`config.mk`:
```
export PLATFORM = sky130hd
export DESIGN_NAME = mc_sequencer
export DESIGN_NICKNAME = d
export VERILOG_FILES = /design/src/rtl/mc_pkg.sv /design/src/rtl/mc_wait_timer.sv /design/src/rtl/mc_sequencer.sv
export SDC_FILE = /design/constraint.sdc
export NUM_CORES = 1
export LEC_CHECK = 0
export ABC_AREA = 1
export CORE_ASPECT_RATIO = 1.75
export CORE_MARGIN = 10
export CORE_UTILIZATION = 60
export DETAILED_ROUTE_END_ITERATION = 7
export DONT_BUFFER_PORTS = 1
export PLACE_DENSITY = 0.76
export SLEW_MARGIN = 20
export SYNTH_ARGS = -nofsm -noshare
export SYNTH_HDL_FRONTEND = slang
export SYNTH_SLANG_ARGS = --single-unit
```
`constraint.sdc`:
```
create_clock -name clk -period 2.7 [get_ports clk]
set_input_delay 0.675 -clock clk [delete_from_list [all_inputs] [get_ports clk]]
set_output_delay 0.675 -clock clk [all_outputs]
set_load 0.01 [all_outputs]
```
`src/rtl/mc_pkg.sv`:
```
// Shared encodings for the multi-cycle MIPS control sequencer:
// FSM states, instruction classes from ctrl, error codes, watchdog sizing.
package mc_pkg;

    typedef enum logic [2:0] {
        ST_RST    = 3'd0,
        ST_FETCH  = 3'd1,
        ST_DECODE = 3'd2,
        ST_EXEC   = 3'd3,
        ST_MEM    = 3'd4,
        ST_WB     = 3'd5,
        ST_HALT   = 3'd6,
        ST_ERR    = 3'd7
    } state_t;

    typedef enum logic [2:0] {
        CLS_ALU_R   = 3'd0,
        CLS_ALU_I   = 3'd1,
        CLS_LOAD    = 3'd2,
        CLS_STORE   = 3'd3,
        CLS_BRANCH  = 3'd4,
        CLS_JUMP    = 3'd5,
        CLS_JAL     = 3'd6,
        CLS_ILLEGAL = 3'd7
    } ins_class_t;

    localparam logic [1:0] ERR_NONE     = 2'd0;
    localparam logic [1:0] ERR_ILLEGAL  = 2'd1;
    localparam logic [1:0] ERR_FETCH_TO = 2'd2;
    localparam logic [1:0] ERR_MEM_TO   = 2'd3;

    // Counter width for a watchdog limit; a disabled watchdog still gets one bit.
    function automatic int timer_width(input int limit);
        return (limit > 0) ? $clog2(limit + 1) : 1;
    endfunction

endpackage

```
`src/rtl/mc_wait_timer.sv`:
```
// Watchdog for memory waits: counts consecutive waiting cycles and flags
// expiry on the last permitted waiting cycle. LIMIT = 0 never expires.
module mc_wait_timer
    import mc_pkg::*;
#(
    parameter int LIMIT = 0
) (
    input  logic clk,
    input  logic rst,
    input  logic clr,
    input  logic en,
    output logic expire
);

    localparam int TW = timer_width(LIMIT);
    localparam logic [TW-1:0] LAST = (LIMIT > 0) ? TW'(LIMIT - 1) : '0;

    logic [TW-1:0] count;

    // Waiting-cycle counter: clear has priority over counting.
    always_ff @(posedge clk or negedge rst) begin
        if (!rst) begin
            count <= '0;
        end else if (clr) begin
            count <= '0;
        end else if (en) begin
            count <= count + TW'(1);
        end
    end

    // Expiring here lets the request stay up for exactly LIMIT cycles.
    assign expire = (LIMIT > 0) && en && (count == LAST);

endmodule

```
`src/rtl/mc_sequencer.sv`:
```
// Multi-cycle control sequencer: walks FETCH/DECODE/EXEC/MEM/WB per
// instruction class, emits phase-timed write strobes and memory requests,
// counts retired instructions, supports halt at instruction boundaries and
// a sticky error state for illegal ops and memory timeouts.
//
// Handshake: im_req/dm_req rise when the FSM enters the wait state and stay
// high until the matching ready is seen high at a clock edge; the transfer
// completes in that cycle. A request is only dropped by a watchdog expiry.
module mc_sequencer
    import mc_pkg::*;
#(
    parameter int TIMEOUT_CYCLES = 0,
    parameter int CNT_W          = 32
) (
    input  logic             clk,
    input  logic             rst,
    input  logic [2:0]       ins_class,
    input  logic             br_taken,
    input  logic             halt_req,
    input  logic             im_ready,
    input  logic             dm_ready,
    output logic             im_req,
    output logic             ir_wr,
    output logic             pc_wr,
    output logic             pc_src,
    output logic             reg_wr,
    output logic             dm_req,
    output logic             dm_we,
    output logic             instr_done,
    output logic [CNT_W-1:0] retired,
    output logic             halted,
    output logic             err,
    output logic [1:0]       err_code,
    output logic [2:0]       state
);

    state_t     state_q, state_d;
    ins_class_t cls_q;
    logic [1:0] err_code_d;
    logic       waiting;
    logic       expire;
    logic       retire;

    // A waiting cycle is a request cycle without the matching ready.
    assign waiting = ((state_q == ST_FETCH) && !im_ready) ||
                     ((state_q == ST_MEM)   && !dm_ready);

    mc_wait_timer #(.LIMIT(TIMEOUT_CYCLES)) u_timer (
        .clk    (clk),
        .rst    (rst),
        .clr    (!waiting),
        .en     (waiting),
        .expire (expire)
    );

    // Next-state and strobe decode; strobes depend only on state and inputs.
    always_comb begin
        state_d    = state_q;
        err_code_d = err_code;
        im_req     = 1'b0;
        ir_wr      = 1'b0;
        pc_wr      = 1'b0;
        pc_src     = 1'b0;
        reg_wr     = 1'b0;
        dm_req     = 1'b0;
        dm_we      = 1'b0;
        retire     = 1'b0;
        case (state_q)
            ST_RST: state_d = ST_FETCH;
            ST_FETCH: begin
                im_req = 1'b1;
                if (im_ready) begin
                    ir_wr   = 1'b1;
                    pc_wr   = 1'b1;
                    state_d = ST_DECODE;
                end else if (expire) begin
                    state_d    = ST_ERR;
                    err_code_d = ERR_FETCH_TO;
                end
            end
            ST_DECODE: begin
                if (ins_class == CLS_ILLEGAL) begin
                    state_d    = ST_ERR;
                    err_code_d = ERR_ILLEGAL;
                end else begin
                    state_d = ST_EXEC;
                end
            end
            ST_EXEC: begin
                case (cls_q)
                    CLS_ALU_R, CLS_ALU_I: state_d = ST_WB;
                    CLS_LOAD, CLS_STORE:  state_d = ST_MEM;
                    CLS_BRANCH: begin
                        pc_wr  = br_taken;
                        pc_src = 1'b1;
                        retire = 1'b1;
                    end
                    CLS_JUMP: begin
                        pc_wr  = 1'b1;
                        pc_src = 1'b1;
                        retire = 1'b1;
                    end
                    CLS_JAL: begin
                        pc_wr  = 1'b1;
                        pc_src = 1'b1;
                        reg_wr = 1'b1;
                        retire = 1'b1;
                    end
                    default: begin
                        // DECODE already traps illegal classes; kept for safety.
                        state_d    = ST_ERR;
                        err_code_d = ERR_ILLEGAL;
                    end
                endcase
            end
            ST_MEM: begin
                dm_req = 1'b1;
                dm_we  = (cls_q == CLS_STORE);
                if (dm_ready) begin
                    if (cls_q == CLS_LOAD) state_d = ST_WB;
                    else                   retire  = 1'b1;
                end else if (expire) begin
                    state_d    = ST_ERR;
                    err_code_d = ERR_MEM_TO;
                end
            end
            ST_WB: begin
                reg_wr = 1'b1;
                retire = 1'b1;
            end
            ST_HALT: begin
                if (!halt_req) state_d = ST_FETCH;
            end
            ST_ERR: state_d = ST_ERR;
            default: state_d = ST_ERR;
        endcase
        // Instruction boundary: halt_req is only honoured here.
        if (retire) state_d = halt_req ? ST_HALT : ST_FETCH;
    end

    // State, latched class, error code and retire counter.
    always_ff @(posedge clk or negedge rst) begin
        if (!rst) begin
            state_q  <= ST_RST;
            cls_q    <= CLS_ALU_R;
            err_code <= ERR_NONE;
            retired  <= '0;
        end else begin
            state_q  <= state_d;
            err_code <= err_code_d;
            if (state_q == ST_DECODE) cls_q <= ins_class_t'(ins_class);
            if (retire) retired <= retired + CNT_W'(1);
        end
    end

    assign instr_done = retire;
    assign halted     = (state_q == ST_HALT);
    assign err        = (state_q == ST_ERR);
    assign state      = state_q;

endmodule

```
-- Word-level counts from Yosys, hierarchy flattened
Cells that the tools add are included.
- mux-type cells: 26
- equal/unequal tests: 21
- reductions and logical operators: 11
- add/subtract/negate cells: 1
- operators with widths (operator ; count):
    $add 32x1->32 const B ; 1
    $eq 3x3->1 const B ; 8
    $mux 3 ; 7
    $pmux 3 s7 ; 1
    $eq 3x2->1 const B ; 4
    $ne 3x3->1 const B ; 4
    $mux 1 ; 10
    $pmux 3 s3 ; 1
    $reduce_bool 8->1 ; 1
    $reduce_or 7->1 ; 1
    $eq 3x1->1 const B ; 2
    $logic_not 3->1 ; 2
    $pmux 1 s2 ; 3
    $reduce_and 6->1 ; 1
    $reduce_or 2->1 ; 3
    $mux 2 ; 2
    $ne 2x2->1 const B ; 2
    $pmux 2 s2 ; 1
    $ne 3x2->1 const B ; 1
    $pmux 1 s3 ; 1
    $reduce_and 3->1 ; 1
    $reduce_or 3->1 ; 1
    $reduce_bool 2->1 ; 1
- logic and storage cells: 63
- output and inout bits: 47
- input bits: 9
- register bits after elaboration: 40

-- Longest topological paths before layout
Gate-level depths: netlist of run 1.
- word-level depth: 6
- mapped depth: 10
- depth with buffers taken out: 10

-- Cells and area by module
Synthesis of run 1 repeated with hierarchy kept, for this count alone.
- cells, all modules: 425
- area total of the unflattened synthesis: 2720.1 µm²
- modules (own cells, without submodules) (module ; cells each ; area each (µm²) ; sequential area each (µm²) ; instances):
    mc_sequencer ; 423 ; 2708.8 ; 1001.0 ; 1
    mc_wait_timer ; 2 ; 11.3 ; 0.0 ; 1

-- Worst setup path after synthesis of run 1
No wires, ideal clock.
- path kind: flip-flop to output port
- start point: register state_q[0], in the netlist state[0]
- end point: output instr_done
- buffers on the path: 2
- stages on the path, launching flop included: 8
- slack: 0.766 ns
- data required time: 2.025 ns
- data arrival time: 1.259 ns
- cells stage by stage: dfrtp_1 > buf_6 > inv_2 > nand2_2 > nor2_2 > nand3_2 > nand2_4 > buf_4
- cells in the longest elaborated chain, start to end: 2
- elaborated cells between the ends (all ways): 4
- those cells by class: eq/ne: 3; mux: 1
- ends and longest elaborated chain (item ; line ; RTL):
    start, declared ; mc_sequencer.sv:37 ; state_t state_q, state_d;
    start signal, assigned ; mc_sequencer.sv:149 ; state_q <= state_d;
    $eq 3x3->1 or $eq 3x2->1 (tied branches) ; mc_sequencer.sv:68 ; case (state_q)
    $pmux 1 s3 * ; mc_sequencer.sv:68 ;
    end, declared ; mc_sequencer.sv:29 ; output logic instr_done,
Every way passes the cells marked *; elsewhere a longest branch is shown, timed or not.

-- Worst setup path in the final report of run 1
Same ends and word-level chain as after synthesis.

==> impl_metrics.csv, run 1 <==
group,metric,value,unit
setup_path,path_class,"reg2out",
clocking,numClockSinks,39,
floorplanning,initial_core_util,0.623,
layout,fill_cells,409,
layout,layout.cells.most_common,"sky130_fd_sc_hd__nand2_1",
layout,layout.nets,399,
setup_path,worst-path-buf-inv,1,
clocking,tritoncts,"done",
timing,unrepaired_setup_endpoints_after_global_routing,"false",
synth,post_synth_adder_cell_area,0.00456,
timing,timing.final.crit_share,0.860,
setup_path,crit_slowest_cell,"sky130_fd_sc_hd__dfrtp_1",
clocking,worstSkewPairLatency,0.30,ns
floorplanning,chipHeight,109,um
timing,worst_setup_slack_after_layout,0.379,ns
layout,layout-drive-gt1-share,0.131,
clocking,clk_root_buffer_cell,"sky130_fd_sc_hd__clkbuf_8",
layout,insertedDiodeCount,0,
drt,drt_first_iter_violations,103,
grt,groute.usage.overall,0.173,
setup_path,cp_max_fo,15,
synth,yosys.area_share.simple,0.448,
clocking,post_cts.repair.setup_buffers,0,
clocking,cts_resized,0,
synth,synthesis.area_per_instance,7.09,um^2
job,maxCapViolCount,0,
floorplanning,fp.dieArea,7780,um^2
timing,final_max_slew_viol_count,0,
floorplanning,floorplan.die.width,71.1,um
clocking,cts_inserted_buffers,5,
setup_path,end_kind,"output pin",
clocking,ctsLongestPathBuffers,2,
drt,dr.pass1.iters,4,
floorplanning,top_ports,56,
drt,route.final.wire_length,6.73,mm
setup_path,cp_data_arrival_time,1.65,ns
place,place.detailed.hpwl,5.37,mm
drt,detail_route.wl_per_cell,15.3,um
floorplanning,num_rows,32,
place,placement.setup.worst_slack,0.673,ns
clocking,ctsHoldBuffers,0,
timing,fmax,431,MHz
timing,setup_viol_count_final,0,
drt,via_count,2381,
power_and_ir_drop,power.density,731,nW/um^2
grt,wire_length_of_the_first_global_routing_pass,11.0,mm
setup_path,cp-start-kind,"register",
layout,post-route-util,0.647,
synth,netlist-cell-type-count,29,
floorplanning,floorplan.core_area,4400,um^2
place,globalplace.congestion,0.942,
drt,detail-route-antenna-nets,0,
synth,post_syn_instances,387,
synth,area_of_the_mapped_netlist,2740,um^2
setup_path,crit_family,"simple AND/OR/NAND/NOR gates",
synth,yosysSeqAreaShare,0.356,
clocking,cts_htree_levels,2,
synth,ys_ff_latch,39,
power_and_ir_drop,ir_worst_vdd,598,uV
power_and_ir_drop,leakagePower,1.43,nW
synth,yosys.area_share.xor_xnor,0.0752,
layout,layout_common_cells,"sky130_fd_sc_hd__nand2_1 (147), sky130_fd_sc_hd__nor2_1 (59), sky130_fd_sc_hd__dfrtp_1 (39), sky130_fd_sc_hd__inv_1 (33), sky130_fd_sc_hd__nand3_1 (24)",
grt,grt_overflow_total,0,
status,run_status,"complete, no violations",
synth,main_combinational_cell_family_by_area_after_synthesis,"simple AND/OR/NAND/NOR gates",
hold_path,holdCritPathClass,"in2async",
drt,viasPerCell,5.40,
timing,final_min_period,2.32,ns
timing,worst_clock_skew,0.00639,ns
clocking,clk_transition_reported_paths,0.08,ns
synth,yosys-mux-area-fraction,0.00410,
setup_path,slowest_delay,0.53,ns
grt,grt_start_max_net_pins,40,
synth,synth_nets,397,
place,portbufs,0,
grt,number_of_antenna_violations_at_the_first_check_in_global_routing,0,
drt,route.detailed.drc,0,
setup_path,wp_data_required,2.03,ns
setup_path,path_cells,"inv_2, nand2_2, nor2_2, nand3_2, nand2_4",
synth,synthesis.yosys.warnings,0,
grt,grt_pass1_vias,2356,
timing,setup_total_negative_slack,0,ns
layout,area_growth,3.88,%
timing,finalHoldViolCount,0,
synth,synth-compound-area-share,0.0310,
## layer usage
layer | global-route usage | part of all wire
met1 | 0.161 | 0.35
met2 | 0.333 | 0.54
met3 | 0.0542 | 0.079
met4 | 0.0806 | 0.032
met5 | 0 | 0
## state kept, by name, indices dropped and copies added, names as in the netlist
name      cells
err_code      1
state         3
retired      32
cls_q         3
## logic make-up (layout without fill, tap and decap cells)
family,after synthesis,after routing
AOI/OAI and AO/OA,16,16
xor gates and xnor gates,15,15
adders and majority gates,1,1
buffers and inverters,45,48
DFF,39,39
muxes,1,1
other,1,1
and+or+nand+nor,269,269
## path summary, 6_finish.rpt
kind	cells after the start	start	slack, ns	to
min in group clk	2	ins_class[0]	0.50	cls_q[0]
worst min-delay path	0	rst	0.06	retired[3]
worst min register to register	2	err_code[0]	0.55	err_code[0]
max in group asynchronous	0	rst	2.55	retired[25]
worst max-delay path	5	state[0]	0.38	instr_done
worst max register to register	9	state[0]	0.70	retired[25]
## metrics by stage
stage / hold WS, ns / cells / cell area, um^2 / total power [W]
4_1_cts: 0.0623 / 441 / 2850 / 0.00209
2_1_floorplan: 0.379 / 387 / 2740 / 0.00155
3_5_place_dp: 0.381 / 433 / 2750 / 0.00166
6_report: 0.0596 / 441 / 2850 / 0.00208
3_3_place_gp: 0.381 / 433 / 2750 / 0.00164
5_1_grt: 0.0572 / 441 / 2850 / 0.00220
## where the power goes
part | switching (W) | internal (W) | total (W)
Sequential | 0.000191 | 0.000665 | 0.000855
Combinational | 0.000541 | 0.000246 | 0.000787
Clock | 0.000209 | 0.000233 | 0.000442
Total | 0.000940 | 0.00114 | 0.00208
## final cells by class
| cell class | instances | area (um^2) | area share |
|---|---|---|---|
| clock buffers | 8 | 100 | 0.0351 |
| inverters | 37 | 139 | 0.0487 |
| multi-input cells | 303 | 1550 | 0.543 |
| flip-flops and latches | 39 | 976 | 0.342 |
| well taps | 51 | 63.8 | 0.0224 |
| repair buffers | 3 | 22.5 | 0.00790 |
## cell usage after synthesis (all sizes together)
library cell,instances,area share
ha,1,0.0046
nor2,68,0.11
nand2,161,0.25
nand4,6,0.014
nand3,27,0.055
a21oi,2,0.0036
nor3,3,0.0055
conb,1,0.0014
nand3b,3,0.0082
o21ai,11,0.020
o31ai,1,0.0027
xor2,3,0.0096
dfrtp,39,0.36
a31oi,2,0.0046
inv,37,0.051
nor3b,1,0.0027
xnor2,12,0.066
mux2,1,0.0041
buf,8,0.029
Power figures use the tool's default switching activity.
==> inputs of run 2 (changes only) <==
- ABC_CLOCK_PERIOD_IN_PS: unset -> 2700
==> results of run 2 <==
The final DEF is identical to that of run 1; final timing and power are the same.
==> inputs of run 3 (changes only) <==
- HOLD_SLACK_MARGIN: unset -> 0.02
==> results of run 3 <==
The final DEF is identical to that of run 1; final timing and power are the same.
